## src/rtl/instr_encoder.sv

```systemverilog
// MIPS subset instruction encoder / program loader: encodes fields and writes words sequentially.
// Optional macro ENC_CHECK_EN: illegal op_sel is consumed without a write and sets sticky err.
module instr_encoder #(
  parameter int AW        = 8,
  parameter int DEPTH     = 256,
  parameter int BASE_ADDR = 0
) (
  input  logic          clk,
  input  logic          rst_n,
  input  logic          start,
  input  logic          stop,
  input  logic          in_valid,
  output logic          in_ready,
  input  logic [3:0]    op_sel,
  input  logic [4:0]    rs,
  input  logic [4:0]    rt,
  input  logic [4:0]    rd,
  input  logic [15:0]   imm,
  output logic          mem_we,
  input  logic          mem_ready,
  output logic [AW-1:0] mem_addr,
  output logic [31:0]   mem_wdata,
  output logic [AW:0]   count,
  output logic          full,
  output logic          done,
  output logic          err
);

  // state | meaning
  // IDLE  | not loading, inputs ignored
  // RUN   | accepting fields, writing words
  // DRAIN | stop seen, finishing pending write
  // FULL  | DEPTH words written, input blocked
  typedef enum logic [1:0] {IDLE, RUN, DRAIN, FULL} state_t;

  localparam logic [AW:0]   LAST_CNT = (AW+1)'(DEPTH - 1);
  localparam logic [AW-1:0] BASE     = AW'(BASE_ADDR);

  state_t      state, state_nxt;
  logic        restart;
  logic        done_nxt;
  logic        wr_done;
  logic        last_wr;
  logic        accept;
  logic        write_word;
  logic [31:0] enc;

  assign wr_done = mem_we && mem_ready;
  assign last_wr = (count == LAST_CNT) && !restart;
  assign accept  = in_valid && in_ready;

`ifdef ENC_CHECK_EN
  logic op_legal;
  assign op_legal   = (op_sel <= 4'd8);
  assign write_word = op_legal;

  always_ff @(posedge clk or negedge rst_n) begin
    if (!rst_n)                   err <= 1'b0;
    else if (start)               err <= 1'b0;
    else if (accept && !op_legal) err <= 1'b1;
  end
`else
  assign write_word = 1'b1;
  assign err        = 1'b0;
`endif

  always_comb begin
    enc = 32'h0;
    case (op_sel)
      4'd0: enc = {6'b000000, rs, rt, rd, 5'b0, 6'b100000};
      4'd1: enc = {6'b000000, rs, rt, rd, 5'b0, 6'b100010};
      4'd2: enc = {6'b000000, rs, rt, rd, 5'b0, 6'b100100};
      4'd3: enc = {6'b000000, rs, rt, rd, 5'b0, 6'b100101};
      4'd4: enc = {6'b000000, rs, rt, rd, 5'b0, 6'b101010};
      4'd5: enc = {6'b100011, rs, rt, imm};
      4'd6: enc = {6'b101011, rs, rt, imm};
      4'd7: enc = {6'b000100, rs, rt, imm};
      4'd8: enc = {6'b001000, rs, rt, imm};
      default: enc = 32'h0;
    endcase
  end

  always_ff @(posedge clk or negedge rst_n) begin
    if (!rst_n) state <= IDLE;
    else        state <= state_nxt;
  end

  always_comb begin
    state_nxt = state;
    case (state)
      IDLE:  if (start) state_nxt = RUN;
      RUN: begin
        if (start)                   state_nxt = RUN;
        else if (stop)               state_nxt = DRAIN;
        else if (wr_done && last_wr) state_nxt = FULL;
      end
      DRAIN: begin
        if (start)        state_nxt = RUN;
        else if (!mem_we) state_nxt = IDLE;
      end
      FULL: begin
        if (start)     state_nxt = RUN;
        else if (stop) state_nxt = IDLE;
      end
      default: state_nxt = IDLE;
    endcase
  end

  // The last-slot guard keeps a DEPTH+1'th word from being accepted behind the final write.
  always_comb begin
    in_ready = (state == RUN) && (!mem_we || (mem_ready && !last_wr));
    done_nxt = !start && (((state == DRAIN) && !mem_we) || ((state == FULL) && stop));
  end

  always_ff @(posedge clk or negedge rst_n) begin
    if (!rst_n) begin
      mem_we    <= 1'b0;
      mem_wdata <= 32'h0;
      mem_addr  <= BASE;
      count     <= '0;
      full      <= 1'b0;
      done      <= 1'b0;
      restart   <= 1'b0;
    end else begin
      done <= done_nxt;

      if (accept && write_word) begin
        mem_we    <= 1'b1;
        mem_wdata <= enc;
      end else if (wr_done) begin
        mem_we <= 1'b0;
      end

      // A start during a stalled write lets it finish at its old address first.
      if (wr_done) begin
        if (restart || start) begin
          mem_addr <= BASE;
          count    <= '0;
          restart  <= 1'b0;
        end else begin
          count <= count + 1'b1;
          if (!last_wr) mem_addr <= mem_addr + 1'b1;
        end
      end else if (start) begin
        count <= '0;
        if (mem_we) restart  <= 1'b1;
        else        mem_addr <= BASE;
      end

      if (start)                    full <= 1'b0;
      else if (wr_done && last_wr)  full <= 1'b1;
    end
  end

endmodule
```

## config.mk

```make
export PLATFORM = sky130hd
export DESIGN_NAME = instr_encoder
export DESIGN_NICKNAME = d
export VERILOG_FILES = /design/src/rtl/instr_encoder.sv
export SDC_FILE = /design/constraint.sdc
export NUM_CORES = 1
export LEC_CHECK = 0
export ABC_AREA = 1
export CAP_MARGIN = 25
export CORE_MARGIN = 1.5
export CORE_UTILIZATION = 35
export DETAILED_ROUTE_END_ITERATION = 8
export SETUP_SLACK_MARGIN = 0.2
export SLEW_MARGIN = 40
export SYNTH_ARGS = -nofsm -noshare
export SYNTH_HDL_FRONTEND = slang
export SYNTH_SLANG_ARGS = --single-unit
export TNS_END_PERCENT = 1
```

## constraint.sdc

```tcl
create_clock -name clk -period 2.37 [get_ports clk]
set_input_delay 0.474 -clock clk [delete_from_list [all_inputs] [get_ports clk]]
set_output_delay 0.474 -clock clk [all_outputs]
set_load 0.01 [all_outputs]
```

==> impl_metrics.tcl, run 1 <==
set metrics [dict create \
    clock.fmax_mhz 450 \
    finalWirelength_um 6720 \
    cts_sinks 52 \
    worstPathMaxFanout 2 \
    layout-drive-gt1-share_pct 10.3 \
    fin_util_pct 53.7 \
    cellPowerDensity_mw_per_mm2 782 \
    clock_latency_ns 0.30 \
    core_area_sq_mm 0.00733 \
    hold_viol_final 0 \
    synth_area_per_cell_sq_um 7.50 \
    placed_cells 551 \
    grt_pass1_wl_um 11300 \
    num_rows 31 \
    antenna_found_initial 0 \
    start_util_pct 36.7 \
    vias_per_cell 4.56 \
    ff2ff_path_depth 13 \
    fin_cells 563 \
    vdd_drop_max_mv 0.483 \
    fin_worst_skew_ns 0.00942 \
    swShare_pct 34.4 \
    die_area_sq_mm 0.00823 \
    crit_type "flip-flop to primary output" \
    yosys.cell_types.count 28 \
    min_period_over_period_pct 93.8 \
    nets 507 \
    drv_slew 0 \
    timing.rr.start "count[0]$_DFFE_PN0P_" \
    synth_area_sq_mm 0.00269 \
    synth_cells 359 \
    synth-seq-cells 52 \
    power.share.clock_pct 17.3 \
    top_layer "met4" \
    critPathLaunchType "flip-flop" \
    outcome "finished clean" \
    clk_path_buf_depth 2 \
    place.gp.congestion 0.809 \
    rsz0062_at_grt "yes" \
    drc 0 \
    hold_path_class "input port to async pin" \
    ant_nets 0 \
    preCtsSetupSlack_ns -0.0192 \
    drt-initial-drc-count 70 \
    num_io_pins 95 \
    r2r_slack_ns 0.43 \
    comb_power_share_pct 41.0 \
    cp-end-kind "primary output" \
    finalCriticalPeriod_ns 2.22 \
    fin_area_sq_mm 0.00393 \
    vias 2565 \
    dp_hpwl_um 4900 \
    p_leak_uw 0.00189 \
    final_common_cell "nand2_1" \
    antennaDiodeCount 0 \
    synthArstFlopShare_pct 100 \
    ctsHtreeMaxLevel 2 \
    synth-seq-area-share_pct 48.3 \
    whs_ns 0.0780 \
    firstDrtPassIters 4 \
    wl_met1_um 3050 \
    synth_top_flop_cell "dfrtp_1" \
    met2_wirelength_um 3130 \
    crit_required_ns 1.90 \
    yosys_warnings 0 \
    cts_buffers 5 \
    setup_viol 0 \
    finalWorstSetupSlack_ns 0.148 \
    grt_max_degree 39 \
    cts_tree "done" \
    drv_cap 0 \
    worstSetupStartpoint "count[0]$_DFFE_PN0P_" \
    path_clk_slew_ns 0.09 \
    placed_cell_area_sq_mm 0.00376 \
    p_sw_uw 1060 \
    first_global_vias 2448 \
    cts_root_buf "clkbuf_8" \
    wl_met3_um 492 \
    post_drt_wl_per_cell_um 11.9 \
    die_x_um 90.7 \
    p_int_uw 2020 \
    endpoint "in_ready" \
    fillers 713 \
    cp.arrival_ns 1.75 \
    mostFrequentLayoutCells "nand2_1 (152), clkdlybuf4s50_1 (90), dfrtp_1 (52)" \
    synth_edf_count 0 \
    regToRegEndpoint "mem_addr[4]$_DFFE_PN0P_" \
    syn_to_final_growth_pct 46.0 \
    die_h_um 90.7 \
    power_frac_seq_pct 41.7 \
    grt_use_total_pct 16.7 \
    grt.overflow.total 0 \
    numPortBuffers 92 \
]
-- sequential cells by signal, indices dropped and copies added (netlist names) --
name	cells
done	1
mem_we	1
mem_addr	8
restart	1
full	1
mem_wdata	29
count	9
state	2
-- how the worst min path moves through the flow --
| stage | end | start | depth (start not counted) | slack [ns] |
|---|---|---|---|---|
| detailed placement | mem_wdata[6]$_DFFE_PN0P_ | rst_n | 1 | 0.41 |
| CTS | mem_wdata[4]$_DFFE_PN0P_ | rst_n | 1 | 0.08 |
| floorplan | count[0]$_DFFE_PN0P_ | rst_n | 0 | 0.18 |
| finish | mem_wdata[4]$_DFFE_PN0P_ | rst_n | 1 | 0.08 |
| global route | mem_wdata[4]$_DFFE_PN0P_ | rst_n | 1 | 0.09 |
| global placement | mem_wdata[4]$_DFFE_PN0P_ | rst_n | 1 | 0.41 |
-- critical path: stages, from the launching register on --
cell	delay, ns
dfrtp_1	0.40
ha_4	0.17
nand3_4	0.07
nor2_4	0.11
nand3_2	0.09
nor2_2	0.10
ha_2	0.19
nand3_2	0.08
nand3_2	0.09
inv_2	0.04
buf_6	0.11
-- area by class of cell --
type / instances / area (sq um) / share of cell area [%]
Inverter: 37 / 140 / 3.56
Timing Repair Buffer: 108 / 1060 / 27.0
Sequential cell: 52 / 1300 / 33.1
Clock buffer: 7 / 86.3 / 2.19
Clock inverter: 1 / 7.51 / 0.191
Tap cell: 99 / 124 / 3.15
Multi-Input combinational cell: 259 / 1210 / 30.8
-- Yosys cell counts, types with 4 or more instances --
cell type  instances  share of area [%]
a21oi_1            6                1.1
buf_4              7                2.0
dfrtp_1           52                 48
inv_1             32                4.5
inv_2              4               0.56
nand2_1          152                 21
nand3_1           33                6.1
nand4_1            5                1.2
nor2_1            22                3.1
o21ai_0           14                2.6
o21ai_1            6                1.1
-- per-layer routing --
layer	GRT usage, %	vias to the layer above
met4	2.78	0
met3	6.06	6
met2	27.3	67
met5	0	-
met1	21.3	1166
li1	-	1326
-- logic make-up (layout without fill, tap and decap cells) --
logic type	count (synthesis)	in the layout	synth area share, %
other cells	1	2	0.139
buf+inv	49	153	8.78
compound gates	30	30	6.27
simple gates	223	223	34.8
xor+xnor	1	1	0.325
fa+ha+maj	3	3	1.39
flops	52	52	48.3
-- power groups by stage --
| stage | clock, uW | sequential (uW) | combinational, uW |
|---|---|---|---|
| floorplan | 0 | 1390 | 475 |
| global placement | 0 | 1290 | 1260 |
| detailed placement | 0 | 1290 | 1270 |
| CTS | 562 | 1290 | 1280 |
| global route | 586 | 1320 | 1380 |
| finish | 533 | 1280 | 1260 |
-- metrics by stage --
stage               power (uW)  setup TNS [ns]
floorplan                 1870               0
global placement          2550         -0.0241
detailed placement        2560         -0.0192
CTS                       3130               0
global route              3290               0
finish                    3080               0
-- timing repair --
action	CTS	global route
setup endpoints to repair	1	5
buffers inserted	2	2
gates resized for setup	12	5
hold buffers	0	0
pin swaps	7	5
Power figures use the tool's default switching activity.
==> inputs of run 2 (changes only) <==
Settings changed: CAP_MARGIN 25 to 15, CORE_UTILIZATION 35 to 30, TNS_END_PERCENT 1 to 20.
==> impl_metrics.tcl, run 2 (synthesized netlist as in run 1, its figures left out) <==
set metrics [dict create \
    outcome "finished clean" \
    finalCriticalPeriod_ns 2.27 \
    cts_root_buf "clkbuf_8" \
    antennaDiodeCount 0 \
    crit_path_top_delay_cell "dfrtp_1" \
    num_rows 34 \
    p_int_uw 1980 \
    timing.rr.start "count[0]$_DFFE_PN0P_" \
    regToRegEndpoint "count[4]$_DFFE_PN0P_" \
    clock_latency_ns 0.30 \
    num_io_pins 95 \
    start_util_pct 30.9 \
    place.gp.congestion 0.797 \
    cts_buffers 5 \
    swShare_pct 34.7 \
    first_global_vias 2566 \
    clock.fmax_mhz 441 \
    clk_path_buf_depth 2 \
    ctsHtreeMaxLevel 2 \
    max_slew.worst_pin.slew_ns 0.606 \
    crit_buf_inv 13 \
    crit_type "flip-flop to flip-flop" \
    die_h_um 97.8 \
    cellPowerDensity_mw_per_mm2 748 \
    hold_viol_final 0 \
    firstDrtPassIters 4 \
    grt_pass1_wl_um 11900 \
    largest_reg_flops 29 \
    numPortBuffers 92 \
    grt_max_degree 39 \
    cts_tree "done" \
    rsz0062_at_grt "yes" \
    preCtsSetupSlack_ns -0.0411 \
    max_stage_delay_ns 0.41 \
    ff2ff_path_depth 18 \
    ctsHoldBuffers 0 \
    drv_slew 0 \
    path_clk_slew_ns 0.09 \
    cp.arrival_ns 2.49 \
    post_drt_wl_per_cell_um 12.2 \
    p_leak_uw 0.00195 \
    drv_cap 0 \
    antenna_found_initial 0 \
    r2r_slack_ns 0.10 \
    vias_per_cell 4.58 \
    dp_hpwl_um 4990 \
    total_power_uw 3040 \
    hold_path_class "input port to async pin" \
    die_area_sq_mm 0.00956 \
    ant_nets 0 \
    reg_top3 "mem_wdata (29), count (9), mem_addr (8)" \
    critPathLaunchType "flip-flop" \
    cp-end-kind "flip-flop" \
    regMostFlops "mem_wdata" \
    path_common_cell "buf_6" \
    nets 519 \
    maxSlewHeadroom_pct 59.6 \
    min_period_over_period_pct 95.6 \
    drt-initial-drc-count 75 \
    fin_worst_skew_ns 0.00584 \
    comb_power_share_pct 41.5 \
    power.share.clock_pct 16.2 \
    finalWorstSetupSlack_ns 0.104 \
    power_frac_seq_pct 42.2 \
    path_delay_family "buffers and inverters" \
    crit_chain "ha_4 -> nand3_4 -> buf_4 -> buf_6 -> buf_6 -> buf_6 -> buf_4 -> buf_6 -> buf_6 -> buf_6 -> buf_6 -> buf_6 -> buf_6 -> buf_6 -> buf_6 -> nand2_2 -> nand2_1 -> o21ai_1" \
    layout-drive-gt1-share_pct 12.6 \
    drc 0 \
    cts_sinks 52 \
    finalWirelength_um 7110 \
    core_area_sq_mm 0.00872 \
    p_sw_uw 1050 \
    vdd_drop_max_mv 0.373 \
    worstPathMaxFanout 2 \
    vias 2668 \
    grt.overflow.total 0 \
    mostFrequentLayoutCells "nand2_1 (151), clkdlybuf4s50_1 (90), dfrtp_1 (52)" \
    setup_viol 0 \
    syn_to_final_growth_pct 50.8 \
    grt_use_total_pct 15.1 \
    worstSetupStartpoint "count[0]$_DFFE_PN0P_" \
    final_common_cell "nand2_1" \
    crit_required_ns 2.60 \
    die_x_um 97.8 \
]
run 2: cell count changes in the layout (fill, tap and decap cells not counted), sizes merged:
| cell | change |
|---|---|
| clkbuf | -1 |
| clkinv | +1 |
| buf | +12 |
| clkinvlp | -1 |
run 2: how the worst max path moves through the flow:
stage	depth (start not counted)	to	slack, ns
6_report	18	count[4]$_DFFE_PN0P_	0.10
5_1_grt	10	in_ready	-0.02
4_1_cts	10	in_ready	0.04
3_5_place_dp	10	in_ready	-0.04
3_3_place_gp	10	in_ready	-0.008
2_1_floorplan	9	in_ready	0.28
run 2: layout make-up:
cell class,instances,area [sq um]
repair buffers,120,1190
multi-input cells,259,1210
flip-flops and latches,52,1300
inverters,37,140
clock inverters,1,5.00
well taps,108,135
clock buffers,6,72.6
fillers,880,4660
run 2: power by group through the flow:
stage | logic, uW | clock network (uW) | registers (uW)
finish | 1260 | 493 | 1280
global route | 1390 | 556 | 1320
CTS | 1280 | 529 | 1280
detailed placement | 1260 | 0 | 1290
global placement | 1250 | 0 | 1290
floorplan | 475 | 0 | 1390
run 2: repair_timing:
action | in CTS | in global routing
endpoints found under the setup margin | 1 | 12
pin swaps | 7 | 6
gates resized for setup | 12 | 18
buffers inserted | 13 | 3
run 2: per-layer routing:
metal / vias up / track usage (%) / wire, um
met5: - / 0 / 0
met4: 0 / 3.52 / 103
met3: 13 / 4.72 / 534
met2: 84 / 26.0 / 3230
met1: 1226 / 18.5 / 3240
li1: 1345 / - / -
run 2: per-stage QoR:
step | area [sq um] | util (%) | setup TNS [ns] | hold slack (ns) | cells
floorplan | 2700 | - | 0 | 0.178 | 360
global placement | 3770 | 43.2 | -0.00831 | 0.464 | 560
detailed placement | 3770 | 43.2 | -0.0411 | 0.464 | 560
CTS | 3970 | 45.5 | 0 | 0.180 | 580
global route | 4060 | 46.6 | -0.0203 | 0.220 | 583
finish | 4060 | 46.6 | 0 | 0.173 | 583
